--- src/rtl/branch_pc_unit_if.sv ---
// Decode-side bundle between the branch decision logic / decode stage and branch_pc_unit.
// The unit attaches through the slave modport; the driving side uses master.
interface branch_pc_unit_if;
    logic        stall;
    logic [31:0] instr;
    logic        instr_valid;
    logic        Branch;
    logic        BLink;
    logic [31:0] jr_target;
    logic [31:0] pc;
    logic [31:0] dec_pc;
    logic        redirect;
    logic        flush;
    logic        link_we;
    logic [4:0]  link_addr;
    logic [31:0] link_data;
    logic        ds_err;

    modport master (
        output stall, instr, instr_valid, Branch, BLink, jr_target,
        input  pc, dec_pc, redirect, flush, link_we, link_addr, link_data, ds_err
    );

    modport slave (
        input  stall, instr, instr_valid, Branch, BLink, jr_target,
        output pc, dec_pc, redirect, flush, link_we, link_addr, link_data, ds_err
    );
endinterface

--- src/rtl/branch_pc_unit.sv ---
// Fetch PC owner: picks branch/jump targets, redirects fetch and issues link-register writes.
// Build option DELAY_SLOT_EN: defined = MIPS delay slot (flush tied 0); undefined = flush-on-take (ds_err tied 0).
module branch_pc_unit #(
    parameter logic [31:0] RESET_PC = 32'h0000_0000,
    parameter logic [4:0]  LINK_REG = 5'd31
) (
    input  logic            clk,
    input  logic            rst,
    branch_pc_unit_if.slave bus
);

    typedef enum logic [0:0] {
        ST_RUN  = 1'b0,
        ST_SLOT = 1'b1
    } state_e;

    localparam logic [5:0] OP_SPECIAL = 6'h00;
    localparam logic [5:0] OP_J       = 6'h02;
    localparam logic [5:0] OP_JAL     = 6'h03;
    localparam logic [5:0] FN_JR      = 6'h08;
    localparam logic [5:0] FN_JALR    = 6'h09;

    state_e      state_q, state_d;
    logic [31:0] pc_q, pc_d;
    logic [31:0] dec_pc_q, dec_pc_d;
    logic        redirect_q, redirect_d;
    logic        link_we_q, link_we_d;
    logic [4:0]  link_addr_q, link_addr_d;
    logic [31:0] link_data_q, link_data_d;
`ifdef DELAY_SLOT_EN
    logic        ds_err_q, ds_err_d;
`else
    logic        flush_q, flush_d;
`endif

    logic [5:0]  opcode;
    logic [5:0]  funct;
    logic        is_jabs, is_jal, is_jreg, is_jalr;
    logic        take, link_req;
    logic [31:0] dec_pc_plus4, br_offset, target;

    assign opcode  = bus.instr[31:26];
    assign funct   = bus.instr[5:0];
    assign is_jabs = bus.instr_valid && (opcode == OP_J || opcode == OP_JAL);
    assign is_jal  = is_jabs && (opcode == OP_JAL);
    assign is_jreg = bus.instr_valid && (opcode == OP_SPECIAL) && (funct == FN_JR || funct == FN_JALR);
    assign is_jalr = is_jreg && (funct == FN_JALR);
    assign take    = is_jabs || is_jreg || (bus.instr_valid && bus.Branch);
    // BLink without a taken conditional branch is meaningless and is dropped.
    assign link_req = is_jal || is_jalr ||
                      (!is_jabs && !is_jreg && bus.instr_valid && bus.Branch && bus.BLink);

    assign dec_pc_plus4 = dec_pc_q + 32'd4;
    assign br_offset    = {{14{bus.instr[15]}}, bus.instr[15:0], 2'b00};

    always_comb begin
        if (is_jabs) begin
            target = {dec_pc_plus4[31:28], bus.instr[25:0], 2'b00};
        end else if (is_jreg) begin
            target = bus.jr_target;
        end else begin
            target = dec_pc_plus4 + br_offset;
        end
    end

    // NOTE: every _d gets a default before any branch, so no path can leave one unassigned and infer a latch.
    always_comb begin
        state_d     = state_q;
        pc_d        = pc_q;
        dec_pc_d    = dec_pc_q;
        redirect_d  = redirect_q;
        link_we_d   = 1'b0;
        link_addr_d = link_addr_q;
        link_data_d = link_data_q;
`ifdef DELAY_SLOT_EN
        ds_err_d    = ds_err_q;
`else
        flush_d     = flush_q;
`endif
        if (!bus.stall) begin
            dec_pc_d   = pc_q;
            pc_d       = pc_q + 32'd4;
            redirect_d = 1'b0;
            state_d    = ST_RUN;
`ifndef DELAY_SLOT_EN
            flush_d    = 1'b0;
`endif
            if (take && state_q == ST_RUN) begin
                pc_d       = target;
                redirect_d = 1'b1;
`ifdef DELAY_SLOT_EN
                state_d    = ST_SLOT;
`else
                flush_d    = 1'b1;
`endif
                if (link_req) begin
                    link_we_d   = 1'b1;
                    link_addr_d = is_jalr ? bus.instr[15:11] : LINK_REG;
                    link_data_d = dec_pc_q + 32'd8;
                end
            end
`ifdef DELAY_SLOT_EN
            // A branch sitting in a delay slot is not honoured, only recorded.
            else if (take) begin
                ds_err_d = 1'b1;
            end
`endif
        end
    end

    // NOTE: sequential state uses non-blocking assignments so all registers update together at the edge.
    always_ff @(posedge clk) begin
        if (rst) begin
            state_q     <= ST_RUN;
            pc_q        <= RESET_PC;
            dec_pc_q    <= RESET_PC;
            redirect_q  <= 1'b0;
            link_we_q   <= 1'b0;
            link_addr_q <= 5'd0;
            link_data_q <= 32'd0;
`ifdef DELAY_SLOT_EN
            ds_err_q    <= 1'b0;
`else
            flush_q     <= 1'b0;
`endif
        end else begin
            state_q     <= state_d;
            pc_q        <= pc_d;
            dec_pc_q    <= dec_pc_d;
            redirect_q  <= redirect_d;
            link_we_q   <= link_we_d;
            link_addr_q <= link_addr_d;
            link_data_q <= link_data_d;
`ifdef DELAY_SLOT_EN
            ds_err_q    <= ds_err_d;
`else
            flush_q     <= flush_d;
`endif
        end
    end

    assign bus.pc        = pc_q;
    assign bus.dec_pc    = dec_pc_q;
    assign bus.redirect  = redirect_q;
    assign bus.link_we   = link_we_q;
    assign bus.link_addr = link_addr_q;
    assign bus.link_data = link_data_q;
`ifdef DELAY_SLOT_EN
    assign bus.ds_err    = ds_err_q;
    assign bus.flush     = 1'b0;
`else
    assign bus.ds_err    = 1'b0;
    assign bus.flush     = flush_q;
`endif

endmodule

--- src/flat_wrapper.sv ---
// flat-port wrapper written by rule: the top's interface ports become plain ports
module branch_pc_unit_flat 
#(
    parameter logic [31:0] RESET_PC = 32'h0000_0000,
    parameter logic [4:0]  LINK_REG = 5'd31
)
  (clk, rst, bus_stall, bus_instr, bus_instr_valid, bus_Branch, bus_BLink, bus_jr_target, bus_pc, bus_dec_pc, bus_redirect, bus_flush, bus_link_we, bus_link_addr, bus_link_data, bus_ds_err);
  branch_pc_unit_if bus_i ();
  input  logic clk;
  input  logic rst;
  input wire logic [$bits(bus_i.stall)-1:0] bus_stall;
  input wire logic [$bits(bus_i.instr)-1:0] bus_instr;
  input wire logic [$bits(bus_i.instr_valid)-1:0] bus_instr_valid;
  input wire logic [$bits(bus_i.Branch)-1:0] bus_Branch;
  input wire logic [$bits(bus_i.BLink)-1:0] bus_BLink;
  input wire logic [$bits(bus_i.jr_target)-1:0] bus_jr_target;
  output wire logic [$bits(bus_i.pc)-1:0] bus_pc;
  output wire logic [$bits(bus_i.dec_pc)-1:0] bus_dec_pc;
  output wire logic [$bits(bus_i.redirect)-1:0] bus_redirect;
  output wire logic [$bits(bus_i.flush)-1:0] bus_flush;
  output wire logic [$bits(bus_i.link_we)-1:0] bus_link_we;
  output wire logic [$bits(bus_i.link_addr)-1:0] bus_link_addr;
  output wire logic [$bits(bus_i.link_data)-1:0] bus_link_data;
  output wire logic [$bits(bus_i.ds_err)-1:0] bus_ds_err;
  assign bus_i.stall = bus_stall;
  assign bus_i.instr = bus_instr;
  assign bus_i.instr_valid = bus_instr_valid;
  assign bus_i.Branch = bus_Branch;
  assign bus_i.BLink = bus_BLink;
  assign bus_i.jr_target = bus_jr_target;
  assign bus_pc = bus_i.pc;
  assign bus_dec_pc = bus_i.dec_pc;
  assign bus_redirect = bus_i.redirect;
  assign bus_flush = bus_i.flush;
  assign bus_link_we = bus_i.link_we;
  assign bus_link_addr = bus_i.link_addr;
  assign bus_link_data = bus_i.link_data;
  assign bus_ds_err = bus_i.ds_err;
  branch_pc_unit #(.RESET_PC(RESET_PC), .LINK_REG(LINK_REG)) u_core (.clk(clk), .rst(rst), .bus(bus_i));
endmodule
--- config.mk ---
export PLATFORM = sky130hd
export DESIGN_NAME = branch_pc_unit_flat
export DESIGN_NICKNAME = d
export VERILOG_FILES = /design/src/rtl/branch_pc_unit_if.sv /design/src/rtl/branch_pc_unit.sv /design/src/flat_wrapper.sv
export SDC_FILE = /design/constraint.sdc
export NUM_CORES = 1
export LEC_CHECK = 0
export BUFFER_PORTS_ARGS = -buffer_cell sky130_fd_sc_hd__buf_2
export CAP_MARGIN = 20
export CORE_ASPECT_RATIO = 1.4
export CORE_UTILIZATION = 51
export CTS_BUF_LIST = sky130_fd_sc_hd__clkbuf_4 sky130_fd_sc_hd__clkbuf_8
export DETAILED_ROUTE_END_ITERATION = 16
export PLACE_DENSITY_LB_ADDON = 0.1
export REMOVE_ABC_BUFFERS = 1
export SLEW_MARGIN = 10
export SYNTH_ARGS = -nofsm -noshare
export SYNTH_HDL_FRONTEND = slang
export SYNTH_SLANG_ARGS = --single-unit
--- constraint.sdc ---
create_clock -name clk -period 3.85 [get_ports clk]
set_input_delay 0.385 -clock clk [delete_from_list [all_inputs] [get_ports clk]]
set_output_delay 0.385 -clock clk [all_outputs]
set_load 0.005 [all_outputs]
==> Yosys cells after proc, flatten, opt, wreduce, memory -nomap -nowiden <==
Cells that the tools add are included.
{ "word_totals": {"ff_bits": 103, "output_inout_bits": 105, "inputBits": 70, "wordCells": 43} }
{ "classes": {"eq_ne": 4, "n_reduce_logical": 21, "n_addsub": 4, "bitwise_logic": 2, "n_mux": 6} }
{ "ops": {"columns": ["operator", "count"], "rows": [
  ["2-to-1 mux 32 bit", 3],
  ["adder 32 x 3 -> 32 bit, second input constant", 2],
  ["adder 32 bit", 1],
  ["adder 32 x 4 -> 32 bit, second input constant", 1],
  ["equality test 6 x 2 -> 1 bit, second input constant", 2],
  ["equality test 6 x 4 -> 1 bit, second input constant", 2],
  ["logical AND 1 bit", 10],
  ["zero test 6 bit", 1],
  ["logical OR 1 bit", 6],
  ["2-to-1 mux 5 bit", 1],
  ["AND reduction 3 bit", 1],
  ["OR reduction 3 bit", 1],
  ["zero test 1 bit", 2],
  ["2-to-1 mux 1 bit", 2],
  ["inverter 1 bit", 2]
]} }

==> Logic depth before layout (Yosys ltp) <==
{ "depth": {"word_depth": 10, "mapped_depth": 19, "depth_no_buf": 18} }

==> Worst setup path before layout <==
OpenSTA, ideal clock, no wires.
{ "synth_timing": {"path_type": "register to register", "from": "register u_core.dec_pc_q[3], in the netlist u_core.bus.dec_pc[3]", "to": "register u_core.pc_q[30], in the netlist u_core.bus.pc[30]", "stages_incl_launch_ff": 20, "arrival_ps": 3948, "n_path_buf": 1, "setup_slack_ps": -165, "period_less_slack_ps": 4015, "setup_ps": 67, "required_ps": 3783, "path_cell_list": "dfxtp_1 -> ha_1 -> and3_1 -> and3_1 -> buf_2 -> and4_1 -> nand2_1 -> nor2_1 -> nand2_1 -> xnor2_1 -> ha_1 -> a21o_1 -> a21o_1 -> a21o_1 -> a21o_1 -> a2111oi_0 -> a21oi_1 -> xnor2_1 -> a211o_1 -> a21oi_2"} }
{ "synth_via": {"elab_chain_cells": 5} }
{ "synth_lines": {"columns": ["item", "line_no", "source"], "rows": [
  ["from (decl)", "branch_pc_unit.sv:25", "logic [31:0] dec_pc_q, dec_pc_d;"],
  ["from (signal assigned)", "branch_pc_unit.sv:129", "dec_pc_q <= dec_pc_d;"],
  ["adder 32 x 3 -> 32 bit (*)", "branch_pc_unit.sv:53", "assign dec_pc_plus4 = dec_pc_q + 32'd4;"],
  ["adder 32 bit", "branch_pc_unit.sv:62", "target = dec_pc_plus4 + br_offset;"],
  ["2-to-1 mux 32 bit", "branch_pc_unit.sv:59", "end else if (is_jreg) begin"],
  ["2-to-1 mux 32 bit (*)", "branch_pc_unit.sv:57", "if (is_jabs) begin"],
  ["2-to-1 mux 32 bit (*)", "branch_pc_unit.sv:88", "if (take && state_q == ST_RUN) begin"],
  ["to (signal assigned)", "branch_pc_unit.sv:128", "pc_q <= pc_d;"],
  ["to (decl)", "branch_pc_unit.sv:24", "logic [31:0] pc_q, pc_d;"]
]} }
Mark *: on every way between the ends. The rest lies on a longest branch, timed or not.
A chain may end at the register's enable or synchronous reset.

==> Worst setup path after layout <==
{ "layout_timing": {"from": "register u_core.dec_pc_q[4], in the netlist u_core.bus.dec_pc[4]", "to": "register u_core.pc_q[31], in the netlist u_core.bus.pc[31]"} }
The elaborated chain is that of the path after synthesis.

==> reports/metrics.csv <==
metric;value;unit
status;complete, no violations;
overflow;0;
synth_area_leader_cell;dfxtp_1;
rr_endpoint;u_core.bus.pc[31];
wl_per_cell;19.30;um
synth-edff-count;0;
cts.sinks;103;
cp-start-kind;register;
netlist_area;7386;um2
coreArea;14040;um2
drt-total-wl;26.15;mm
antenna_found_initial;0;
final_max_slew_viol_count;0;
ctsHoldBuffers;0;
cts_buffer_depth;2;
n_fill_cell;1355;
worstSetupPathType;register to register;
antenna_cells;0;
cts_tree;done;
htreeDepth;3;
dp.final_hpwl;19.36;mm
met2_length;12.53;mm
relSlewSlack;0.2761;
die_w;103.7;um
timing.fmax;267.0;MHz
wl_met1;10.63;mm
cts_buffers;9;
grt_max_degree;66;
syn_avg_cell_area;7.591;um2
io_pins;175;
synth-async-reset-ratio;0;
irDropWorstVdd;0.2102;mV
r2r.worst_path.cells;19;
finalHoldViolCount;0;
final.setup_skew;12.86;ps
start_util;0.5261;
synth-seq-cells;103;
hp-start;bus_instr[9];
die_area;14970;um2
wl_met3;1.513;mm
r2r_slack;110;ps
worstPathMaxFanout;3;
drc;0;
setup_tns;0;ps
place.gp.congestion;0.9679;
holdPathEnd;u_core.bus.pc[11];
grt_pass1_wl;39.34;mm
drive_above_1_share;0.2632;
cts.clk_slew.worst_paths;120;ps
regArea;2067;um2
row_count;51;
whs;272.9;ps
die_y;144.4;um
cts_root_buffer;clkbuf_8;
highest_layer;met4;
min_path_type;input port to register;
cpMaxStageDelayCell;dfxtp_4;
worstReg2RegStart;u_core.bus.dec_pc[4];
layout-area-overhead-vs-synth;23.17;%
drt-pass1-iter-count;5;
synth_cells;973;
multi_input_area;5160;um2
grtUsageTotal;0.3415;
synthFlopType;dfxtp_1;
ys_seq_area_frac;0.2792;
clk-insertion-delay-late;410;ps
cp_data_arrival_time;4020;ps
power_density;255.7;nW/um2
tightest_slew;1082;ps
setup_viol;0;
ant_nets;0;
final_nets;1272;
whs_path_depth;2;
synth_cell_type_count;70;
cpMostUsedCell;and3_4;
p_leak;4.010;nW
path_cells;ha_4, and3_4, and3_4, nand4_1, nor3_2, buf_4, nand3_2, nor2_2, xor2_1, ha_2, a21o_1, a22o_1, o41ai_2, nand2_1, a21oi_2, o21ai_1, xnor2_1, mux2i_1, a211oi_1;
first_global_vias;7416;
post-route-util;0.6480;
yosysTopAreaCellShare;0.2792;
period_share;0.9727;
drt_iter0_drc;353;
slowest_delay;380;ps
max_cap_viol_count;0;
finalCriticalPeriod;3745;ps
worstPathRequired;4120;ps
yosysWarnings;0;
io_buffer_count;173;
cp-end-kind;register;
vias_per_cell;6.028;
num_vias;8168;
synthTopCellsByArea;dfxtp_1 (28%), nor2_1 (8.1%), ha_1 (6.1%);
rsz0062_at_grt;true;
==> synth_stat cells (3+ instances only) <==
| cell type | n |
|---|---|
| nand3_1 | 33 |
| xnor2_1 | 43 |
| a22o_1 | 3 |
| nand2_1 | 80 |
| nor3b_1 | 3 |
| and3_1 | 13 |
| a21o_1 | 10 |
| a221oi_1 | 5 |
| nor3_2 | 3 |
| and4_1 | 6 |
| ha_1 | 36 |
| inv_1 | 14 |
| o22ai_1 | 12 |
| a2bb2oi_1 | 3 |
| o21a_1 | 7 |
| o221ai_1 | 6 |
| o211ai_1 | 5 |
| buf_2 | 13 |
| mux2i_1 | 37 |
| or3_1 | 6 |
| a21oi_1 | 69 |
| buf_1 | 3 |
| a211o_1 | 3 |
| nor2_1 | 160 |
| a31oi_1 | 9 |
| a211oi_1 | 38 |
| a22oi_1 | 4 |
| and2_1 | 10 |
| o21ai_0 | 59 |
| nand4_1 | 22 |
| o21ai_1 | 8 |
| a311oi_1 | 3 |
| o21bai_1 | 4 |
| buf_4 | 7 |
| clkbuf_1 | 38 |
| dfxtp_1 | 103 |
| nor3_1 | 22 |
| nor4_2 | 3 |
| xor2_1 | 34 |
==> metal layers <==
layer  track usage  vias to the layer above
met4        0.2098                        0
met5             0                        -
met2        0.6005                      347
met3       0.04461                       94
met1        0.3974                     3833
li1              -                     3894
==> worst max-delay path by stage <==
stage	startpoint	endpoint	slack, ps
final	u_core.bus.dec_pc[4]	u_core.bus.pc[31]	110
after global placement	u_core.bus.dec_pc[3]	u_core.bus.pc[26]	40
after global routing	u_core.bus.dec_pc[4]	u_core.bus.pc[31]	-110
after CTS	u_core.bus.dec_pc[4]	u_core.bus.pc[25]	8
after detailed placement	u_core.bus.dec_pc[4]	u_core.bus.pc[26]	-60
after floorplan	bus_instr[1]	u_core.bus.link_data[0]	-1470
==> layout make-up <==
cell class | instances | area share
repair buffers | 242 | 0.1532
multi-input cells | 794 | 0.5672
well taps | 185 | 0.02544
clock inverters | 7 | 0.007152
clock buffers | 9 | 0.01362
flip-flops and latches | 103 | 0.2272
inverters | 15 | 0.006189
==> sequential cells by signal, indices dropped and copies added (netlist names) <==
| register | count |
|---|---|
| u_core.bus.dec_pc | 32 |
| u_core.bus.link_addr | 5 |
| u_core.bus.link_data | 32 |
| u_core.bus.link_we | 1 |
| u_core.bus.pc | 32 |
| u_core.bus.redirect | 1 |
==> kinds of logic after synthesis <==
kind of cell,Yosys count,synth area share
AO/OA/AOI/OAI,265,0.2273
XOR/XNOR,78,0.09351
adder cells (fa/ha/maj),37,0.06370
buffers and inverters,76,0.04438
flip-flops,103,0.2792
multiplexers,37,0.05014
other,1,0.0005077
AND/OR/NAND/NOR,376,0.2412
==> per-stage QoR <==
stage | power [mW] | std cells | area [um2] | worst slack [ps]
finish | 2.326 | 1355 | 9097 | 105.1
floorplan | 1.408 | 912 | 7114 | -1468
CTS | 2.323 | 1349 | 8900 | 7.907
global placement | 1.630 | 1332 | 8691 | 38.86
global route | 2.414 | 1355 | 9097 | -113.5
detailed placement | 1.631 | 1332 | 8691 | -55.71
==> power breakdown <==
| part | internal [mW] | total, mW | switching (mW) |
|---|---|---|---|
| clock network | 0.250 | 0.698 | 0.448 |
| logic | 0.207 | 0.480 | 0.273 |
| registers | 1.10 | 1.15 | 0.0458 |
| total | 1.56 | 2.33 | 0.767 |
==> placed cells by master (no fill, tap or decap), types with 34 or more instances in the layout <==
cell type  instances
dfxtp_1          101
mux2i_1           37
nor2_1           156
xor2_1            34
a211oi_1          37
o21ai_0           57
xnor2_1           43
nand2_1           79
buf_2            172
buf_4             68
a21oi_1           63
==> critical path: cells and delay by family (launching register included) <==
family                   cells  cell delay, ps
AND/OR/NAND/NOR              7            1180
adder cells (fa/ha/maj)      2             340
XOR/XNOR                     2             290
multiplexers                 1             210
AO/OA/AOI/OAI                6            1050
buffers and inverters        1             170
flip-flops                   1             380
==> what timing repair did <==
action | CTS | global route
setup endpoints to repair | 6 | 10
buffers inserted | 1 | 6
hold endpoints to repair | 0 | 0
pin swaps | 2 | 24
resized for setup | 2 | 38
Note: power is estimated with default switching activity, not from simulation.
